**config.mk**
```make
export PLATFORM = sky130hd
export DESIGN_NAME = char_rom_arb
export DESIGN_NICKNAME = d
export VERILOG_FILES = /design/src/rtl/char_rom_arb.sv
export SDC_FILE = /design/constraint.sdc
export NUM_CORES = 1
export LEC_CHECK = 0
export BUFFER_PORTS_ARGS = -buffer_cell sky130_fd_sc_hd__clkbuf_2
export CAP_MARGIN = 20
export CORE_MARGIN = 3
export CORE_UTILIZATION = 39
export DETAILED_ROUTE_END_ITERATION = 16
export PLACE_DENSITY = 0.76
export SLEW_MARGIN = 0
export SYNTH_ARGS = -nofsm -noshare
export SYNTH_HDL_FRONTEND = slang
export SYNTH_SLANG_ARGS = --single-unit
```
**constraint.sdc**
```tcl
create_clock -name i_clk -period 2.9 [get_ports i_clk]
set_input_delay 0.58 -clock i_clk [delete_from_list [all_inputs] [get_ports i_clk]]
set_output_delay 0.58 -clock i_clk [all_outputs]
set_load 0.01 [all_outputs]
```
**src/rtl/char_rom_arb.sv**
```systemverilog
// char_rom_arb: round-robin share of one character ROM between two glyph
// requesters. It issues the ROM address and carries a {valid,id,row} tag
// through the ROM read latency. It then extracts the requested 8-pixel row
// and returns it to the requester that asked for it.
module char_rom_arb #(
  parameter int ROM_LAT = 1,
  parameter bit MIRROR  = 1'b0
) (
  input  logic        i_clk,
  input  logic        i_res,
  input  logic        i_req0,
  input  logic        i_req1,
  input  logic [5:0]  i_code0,
  input  logic [5:0]  i_code1,
  input  logic [2:0]  i_row0,
  input  logic [2:0]  i_row1,
  output logic        o_gnt0,
  output logic        o_gnt1,
  output logic        o_vld0,
  output logic        o_vld1,
  output logic [7:0]  o_pix,
  output logic [5:0]  o_rom_addr,
  input  logic [63:0] i_rom_data,
  output logic        o_busy
);

  typedef enum logic {LAST_0 = 1'b0, LAST_1 = 1'b1} last_e;

  typedef struct packed {
    logic       vld;
    logic       id;
    logic [2:0] row;
  } tag_t;

  last_e      last_q, last_d;
  logic [5:0] rom_addr_q, rom_addr_d;
  tag_t       iss_q, iss_d;
  tag_t       dly_q [ROM_LAT];
  logic [7:0] pix_q, pix_d;
  logic       vld0_q, vld0_d;
  logic       vld1_q, vld1_d;
  logic       gnt0, gnt1;
  tag_t       al_tag;
  logic [7:0] row_bits;
  logic [7:0] row_rev;
  logic       busy;

  // Arbitration: a lone requester wins; a tie goes to the one not granted last.
  always_comb begin
    gnt0 = 1'b0;
    gnt1 = 1'b0;
    if (!i_res) begin
      if (i_req0 && (!i_req1 || last_q == LAST_1)) gnt0 = 1'b1;
      else if (i_req1)                             gnt1 = 1'b1;
    end
  end

  // Next pointer, issue address and issue tag from the granted requester.
  always_comb begin
    last_d     = last_q;
    rom_addr_d = rom_addr_q;
    iss_d      = '0;
    if (gnt0) begin
      last_d     = LAST_0;
      rom_addr_d = i_code0;
      iss_d      = '{vld: 1'b1, id: 1'b0, row: i_row0};
    end else if (gnt1) begin
      last_d     = LAST_1;
      rom_addr_d = i_code1;
      iss_d      = '{vld: 1'b1, id: 1'b1, row: i_row1};
    end
  end

  // Row extraction from the ROM word that lines up with the oldest tag.
  always_comb begin
    al_tag   = dly_q[ROM_LAT-1];
    row_bits = i_rom_data[{~al_tag.row, 3'b000} +: 8];
    row_rev  = '0;
    for (int unsigned i = 0; i < 8; i++) row_rev[i] = row_bits[7-i];
    pix_d  = pix_q;
    vld0_d = 1'b0;
    vld1_d = 1'b0;
    if (al_tag.vld) begin
      pix_d  = MIRROR ? row_rev : row_bits;
      vld0_d = ~al_tag.id;
      vld1_d = al_tag.id;
    end
  end

  // Busy whenever any pipeline stage holds a valid lookup.
  always_comb begin
    busy = iss_q.vld | vld0_q | vld1_q;
    for (int unsigned i = 0; i < ROM_LAT; i++) busy = busy | dly_q[i].vld;
  end

  // Pointer, issue stage and extract stage registers.
  always_ff @(posedge i_clk) begin
    if (i_res) begin
      last_q     <= LAST_1;
      rom_addr_q <= '0;
      iss_q      <= '0;
      pix_q      <= '0;
      vld0_q     <= 1'b0;
      vld1_q     <= 1'b0;
    end else begin
      last_q     <= last_d;
      rom_addr_q <= rom_addr_d;
      iss_q      <= iss_d;
      pix_q      <= pix_d;
      vld0_q     <= vld0_d;
      vld1_q     <= vld1_d;
    end
  end

  // Tag delay line matching the ROM read latency.
  always_ff @(posedge i_clk) begin
    if (i_res) begin
      for (int unsigned i = 0; i < ROM_LAT; i++) dly_q[i] <= '0;
    end else begin
      dly_q[0] <= iss_q;
      for (int unsigned i = 1; i < ROM_LAT; i++) dly_q[i] <= dly_q[i-1];
    end
  end

  assign o_gnt0     = gnt0;
  assign o_gnt1     = gnt1;
  assign o_vld0     = vld0_q;
  assign o_vld1     = vld1_q;
  assign o_pix      = pix_q;
  assign o_rom_addr = rom_addr_q;
  assign o_busy     = busy;

endmodule

```
==> results of run 1 <==
Yosys cell counts, drive strengths merged:
master	number	share of area [%]
dfxtp	27	35
mux2i	22	14
mux2	16	12
nor2	9	2.2
a211oi	8	5.6
buf	7	5.6
o21ai	7	2.3
nand3b	6	2.9
nor2b	6	2.5
a221o	5	3.3
o22ai	5	2.0
a22o	3	1.7
a22oi	3	1.5
and3b	3	1.7
clkbuf	3	0.82
o221ai	3	1.7
nand2	2	0.49
nand2b	2	0.82
nor3b	2	0.98
and2b	1	0.49
clkdlybuf4s25	1	0.65
inv	1	0.25
o21bai	1	0.49
or4	1	0.49
per-layer routing:
layer | vias up | GRT usage, %
li1 | 741 | -
met1 | 639 | 16.8
met2 | 87 | 30.8
met3 | 8 | 4.21
met4 | 0 | 6.45
met5 | - | 0
per-stage QoR:
stage,utilization (%),hold WS (ns)
global placement,54.5,0.409
CTS,55.8,0.433
global route,55.8,0.450
detailed placement,54.5,0.417
floorplan,-,0.388
finish,55.8,0.434
layout by cell type, fill, tap and decap left out, types with 2 or more instances in the layout:
| cell | netlist | layout |
|---|---|---|
| o22ai_1 | 5 | 5 |
| a211oi_1 | 3 | 3 |
| a211oi_2 | 5 | 5 |
| nand2_1 | 2 | 2 |
| o21ai_0 | 7 | 7 |
| clkbuf_2 | 1 | 104 |
| mux2i_1 | 22 | 22 |
| and3b_1 | 3 | 3 |
| nor3b_1 | 2 | 2 |
| buf_4 | 1 | 3 |
| nor2_1 | 9 | 9 |
| a22oi_1 | 3 | 3 |
| a221o_1 | 5 | 5 |
| nand3b_1 | 6 | 6 |
| nand2b_1 | 2 | 2 |
| o221ai_1 | 3 | 3 |
| nor2b_1 | 6 | 6 |
| clkbuf_8 | 0 | 3 |
| a22o_1 | 3 | 3 |
| dfxtp_1 | 27 | 27 |
| mux2_2 | 16 | 16 |
power breakdown:
part	leakage, nW	internal (mW)	switching [mW]
Sequential	0.223	0.396	0.0166
Clock	0.0217	0.0972	0.110
Combinational	0.725	0.113	0.0879
Total	0.970	0.606	0.215
flip-flops by register name, summed over array words and instances (netlist names):
name,count
o_pix,8
o_rom_addr,6
o_vld0,1
last_q,1
dly_q,5
iss_q,5
o_vld1,1
kinds of logic after synthesis:
family | Yosys count | share of synthesized area (%)
and+or+nand+nor | 32 | 12.6
buffers and inverters | 12 | 7.36
muxes | 38 | 26.2
DFF | 27 | 35.3
AOI/OAI and AO/OA | 35 | 18.6
worst max-delay path, stage by stage (launching register included):
cell and delay [ns]:
dfxtp_1 0.52, or4_1 0.59, clkbuf_2 0.14
area by class of cell:
| cell class | instances | area, um^2 | share of cell area [%] |
|---|---|---|---|
| clock buffers | 3 | 41.3 | 1.99 |
| clock inverters | 1 | 7.51 | 0.362 |
| inverters | 1 | 3.75 | 0.181 |
| multi-input cells | 105 | 877 | 42.3 |
| flip-flops and latches | 27 | 541 | 26.1 |
| well taps | 48 | 60.1 | 2.90 |
| repair buffers | 107 | 543 | 26.2 |
worst max-delay path by stage:
stage                      startpoint  slack (ns)  endpoint  cells past startpoint
2_1_floorplan                  i_req1        1.22    o_gnt0                      3
3_3_place_gp                    i_res        0.92    o_gnt1                      3
3_5_place_dp                    i_res        0.90    o_gnt1                      3
4_1_cts        dly_q[0][4]$_SDFF_PP0_        0.79    o_busy                      2
5_1_grt        dly_q[0][4]$_SDFF_PP0_        0.72    o_busy                      2
6_report       dly_q[0][4]$_SDFF_PP0_        0.81    o_busy                      2
==> results.cfg, run 1 <==
[outcome]
outcome = finished, final reports clean

[grt]
first_global_vias = 1386
antenna_found_initial = 0
grt.total_usage_pct = 16.3
grt_max_degree = 27
grt_overflow = 0
grt_pass1_wl_um = 5800

[pwr]
total_power_mw = 0.821
ir_worst_vdd_mv = 0.309
p_per_area_mw_per_mm2 = 396
p_leak_nw = 0.970

[sta]
finalSetupViolations = 0
min_period_ns = 2.09
slew_headroom_pct = 46.9
rsz0062_at_grt = false
drv_slew = 0
worst_pin_slew_ns = 0.795
finalCritPeriodShare_pct = 72.1
setup_slack_ns = 0.808
fin_tns_setup_ns = 0
max_freq_mhz = 478
finalHoldViolations = 0
finClkSkew_ns = 0.00297

[place]
dp_hpwl_um = 3420
placed_area_mm2 = 0.00202
placedCellCount = 288
place_congestion = 0.761
numPortBuffers = 104
place_worst_setup_slack_ns = 0.902

[detailed_routing]
wl_met2_um = 1870
drt_iter0_drc = 65
vias = 1475
ant_nets = 0
routed_via_density = 5.05
routed_wl_um = 4000
top_layer = met4
drc = 0
met3_length_um = 539
dr.pass1.iters = 4
m1WireLength_um = 1510
avgRoutedWirePerCell_um = 13.7

[synth]
syn_area_mm2 = 0.00153
postSynthCellCount = 144
synth_nets = 230
avgSynthCellArea_um2 = 10.6
synth_cell_types = 29
yosys_warnings = 0
ys_ff_latch = 27
ys_seq_area_share_pct = 35.3

[worst_setup_path]
crit_arrival_ns = 1.51
r2r_start = dly_q[0][0]$_SDFF_PP0_
timing.rr.end = o_pix[2]$_SDFFE_PP0P_
rrSetupSlack_ns = 1.29
endpoint_kind = output port
startpoint_type = flop
rr_worst_depth = 5
cp.required_ns = 2.32
crit_type = reg2out
cp_max_fo = 19

[worst_hold_path]
hold_start = dly_q[0][3]$_SDFF_PP0_
hold_class = reg2reg
hold_end = o_vld0$_SDFF_PP0_
hold_depth = 1

[floorplanning]
core-area_mm2 = 0.00372
fp-row-count = 22
pin_count = 105
die_area_mm2 = 0.00471
die-height_um = 68.6
dieWidth_um = 68.6
initial_core_util_pct = 41.2

[finish]
drive_above_1_share_pct = 54.1
nets = 331
fin_area_mm2 = 0.00207
diodes = 0
area_growth_pct = 35.5
finalNonFillerCells = 292
fill_cells = 333

[clock_network]
clk_pin_slew_ns = 0.09
insertion_delay_ns = 0.27
cts_tree = built
h-tree-depth = 1
cts-resized-gates = 0
cts_hold_buf = 0
cts.path.max_buffers = 2
post-cts-setup-buffers = 0
cts.sink_count = 27
numCtsBuffers = 3
cts_root_buf = clkbuf_8

[flow_run]
maxCapViolCount = 0
Note: power is estimated with default switching activity, not from simulation.
==> inputs of run 2 (changes only) <==
--- a/config.mk
+++ b/config.mk
@@ -5,12 +5,13 @@
 export SDC_FILE = /design/constraint.sdc
 export NUM_CORES = 1
 export LEC_CHECK = 0
+export ABC_AREA = 1
 export BUFFER_PORTS_ARGS = -buffer_cell sky130_fd_sc_hd__clkbuf_2
 export CAP_MARGIN = 20
 export CORE_MARGIN = 3
 export CORE_UTILIZATION = 39
 export DETAILED_ROUTE_END_ITERATION = 16
-export PLACE_DENSITY = 0.76
+export PLACE_DENSITY = 0.75
 export SLEW_MARGIN = 0
 export SYNTH_ARGS = -nofsm -noshare
 export SYNTH_HDL_FRONTEND = slang
==> constraint.sdc (replaced) <==
create_clock -name i_clk -period 1.68 [get_ports i_clk]
set_input_delay 0.336 -clock i_clk [delete_from_list [all_inputs] [get_ports i_clk]]
set_output_delay 0.336 -clock i_clk [all_outputs]
set_load 0.01 [all_outputs]
==> results.cfg, run 2 <==
[finish]
fin_area_mm2 = 0.00243
final_util_pct = 54.4
area_growth_pct = 31.4
diodes = 0
drive_above_1_share_pct = 32.5
finalNonFillerCells = 471
nets = 506
fill_cells = 459
mostFrequentLayoutCells = nand2_1, clkbuf_2, inv_1
largest_register_ffs = 8
final_common_cell = nand2_1

[clock_network]
cts_tree = built
insertion_delay_ns = 0.28
numCtsBuffers = 3
clk_pin_slew_ns = 0.09
cts.sink_count = 27
cts.path.max_buffers = 2
h-tree-depth = 1
cts_hold_buf = 0
cts_root_buf = clkbuf_8

[detailed_routing]
dr.pass1.iters = 4
routed_wl_um = 4930
avgRoutedWirePerCell_um = 10.5
ant_nets = 0
routed_via_density = 4.52
vias = 2127
drt_iter0_drc = 115
drc = 0

[synth]
synth_nets = 404
yosysMostFrequentCell = nand2_1
syn_area_mm2 = 0.00185
yosys_warnings = 0
ys_ff_latch = 27
postSynthCellCount = 318
synth_top_area_share_pct = 29.2
synth_cell_types = 19
async_reset_ff_share_pct = 0
ys_seq_area_share_pct = 29.2
yosysTopAreaCell = dfxtp_1
synth_enable_flop_cells = 0
avgSynthCellArea_um2 = 5.82
synth_top_flop_cell = dfxtp_1
synth.area.top_cells = dfxtp_1, nand2_1, inv_1
synth_common_cells = nand2_1, inv_1, nand3_1

[sta]
slew_headroom_pct = 68.6
drv_slew = 0
max_freq_mhz = 623
finClkSkew_ns = 0.00839
finalCritPeriodShare_pct = 95.5
finalSetupViolations = 0
finalHoldViolations = 0
worst_pin_slew_ns = 0.470
setup_slack_ns = 0.0753
min_period_ns = 1.60

[grt]
grt_pass1_wl_um = 7570
grt.total_usage_pct = 17.1
grt_max_degree = 33
gr-usage-met2_pct = 31.8
first_global_vias = 1830
grtUsageMet1_pct = 20.3
grt_use_met3_pct = 3.74
busiest_layer = met2
grt_overflow = 0
antenna_found_initial = 0

[worst_setup_path]
crit_type = reg2out
rrSetupSlack_ns = 0.41
rr_worst_depth = 6
r2r_start = dly_q[0][0]$_SDFF_PP0_
timing.rr.end = o_pix[6]$_SDFFE_PP0P_
crit_arrival_ns = 1.27
cp.required_ns = 1.34
endpoint_kind = output port
cp_max_fo = 4
startpoint_type = flop

[floorplanning]
core-area_mm2 = 0.00447
initial_core_util_pct = 41.4
die-height_um = 74.9
pin_count = 105
dieWidth_um = 74.9
fp-row-count = 24
die_area_mm2 = 0.00561

[worst_hold_path]
hold_class = in2reg
hold_end = iss_q[2]$_SDFF_PP0_
hold_start = i_row1[2]
hold_depth = 3

[pwr]
ir_worst_vdd_mv = 0.647
p_leak_nw = 1.58
p_per_area_mw_per_mm2 = 611

[place]
dp_hpwl_um = 3940
placed_area_mm2 = 0.00236
place_congestion = 0.808
place_worst_setup_slack_ns = 0.229
placedCellCount = 464
numPortBuffers = 104

[outcome]
outcome = finished, final reports clean

[flow_run]
maxCapViolCount = 0
==> run 2: cell count changes after synthesis, moves of 8 or more <==
| cell | change |
|---|---|
| nand2_1 | +111 |
| inv_1 | +72 |
| nand3_1 | +48 |
| mux2i_1 | -22 |
| mux2_2 | -16 |
| a21oi_2 | +8 |
==> run 2: kinds of logic after synthesis <==
group                  Yosys count  synth area share, %
AND/OR/NAND/NOR                180                 42.2
buffers and inverters           94                 22.3
flip-flops                      27                 29.2
AO/OA/AOI/OAI                   17                 6.35
==> run 2: report_power, final <==
part	internal [mW]	switching [mW]	total, mW	leakage [nW]
Clock	0.168	0.199	0.367	0.0217
Combinational	0.188	0.227	0.415	1.34
Sequential	0.682	0.0229	0.705	0.222
==> run 2: worst max-delay path by stage <==
stage | end | from | slack [ns] | depth (start not counted)
floorplan | o_gnt1 | last_q$_SDFFE_PP1P_ | 0.52 | 7
global placement | o_gnt1 | i_req1 | 0.24 | 8
detailed placement | o_gnt1 | i_req1 | 0.23 | 8
CTS | o_gnt1 | last_q$_SDFFE_PP1P_ | 0.01 | 8
global route | o_gnt1 | last_q$_SDFFE_PP1P_ | -0.06 | 8
finish | o_gnt1 | last_q$_SDFFE_PP1P_ | 0.08 | 8
==> run 2: repair_timing <==
item	in CTS	in global routing
endpoints found under the setup margin	0	1
hold endpoints to repair	0	0
resized for setup	0	3
setup buffers	0	3
==> run 2: per-layer routing <==
layer | part of all wire (%) | vias to the layer above | wire length [um]
met2 | 52 | 62 | 2570
met5 | 0 | - | 0
met1 | 41 | 911 | 2040
li1 | - | 1149 | -
met4 | 0.75 | 0 | 37
met3 | 5.6 | 5 | 276
==> run 2: metrics by stage <==
step / TNS [ns] / hold WS [ns] / power (mW)
final: 0 / 0.246 / 1.49
after global routing: -0.0596 / 0.247 / 1.60
after CTS: 0 / 0.240 / 1.50
after detailed placement: 0 / 0.396 / 1.13
after global placement: 0 / 0.393 / 1.12
after floorplan: 0 / 0.388 / 0.963
==> run 2: layout make-up <==
cell class | instances | area (um^2) | area share, %
Multi-Input combinational cell | 197 | 903 | 37.1
Timing Repair Buffer | 111 | 573 | 23.5
Sequential cell | 27 | 541 | 22.2
Inverter | 80 | 303 | 12.4
Tap cell | 52 | 65.1 | 2.67
Clock buffer | 3 | 41.3 | 1.70
Clock inverter | 1 | 7.51 | 0.308
==> run 2: critical path, stage by stage (launching register included) <==
cell	delay, ns
dfxtp_1	0.32
inv_2	0.05
nand2_2	0.06
nand2_4	0.08
inv_2	0.06
nor2_2	0.10
nand2_2	0.10
inv_2	0.09
buf_2	0.13
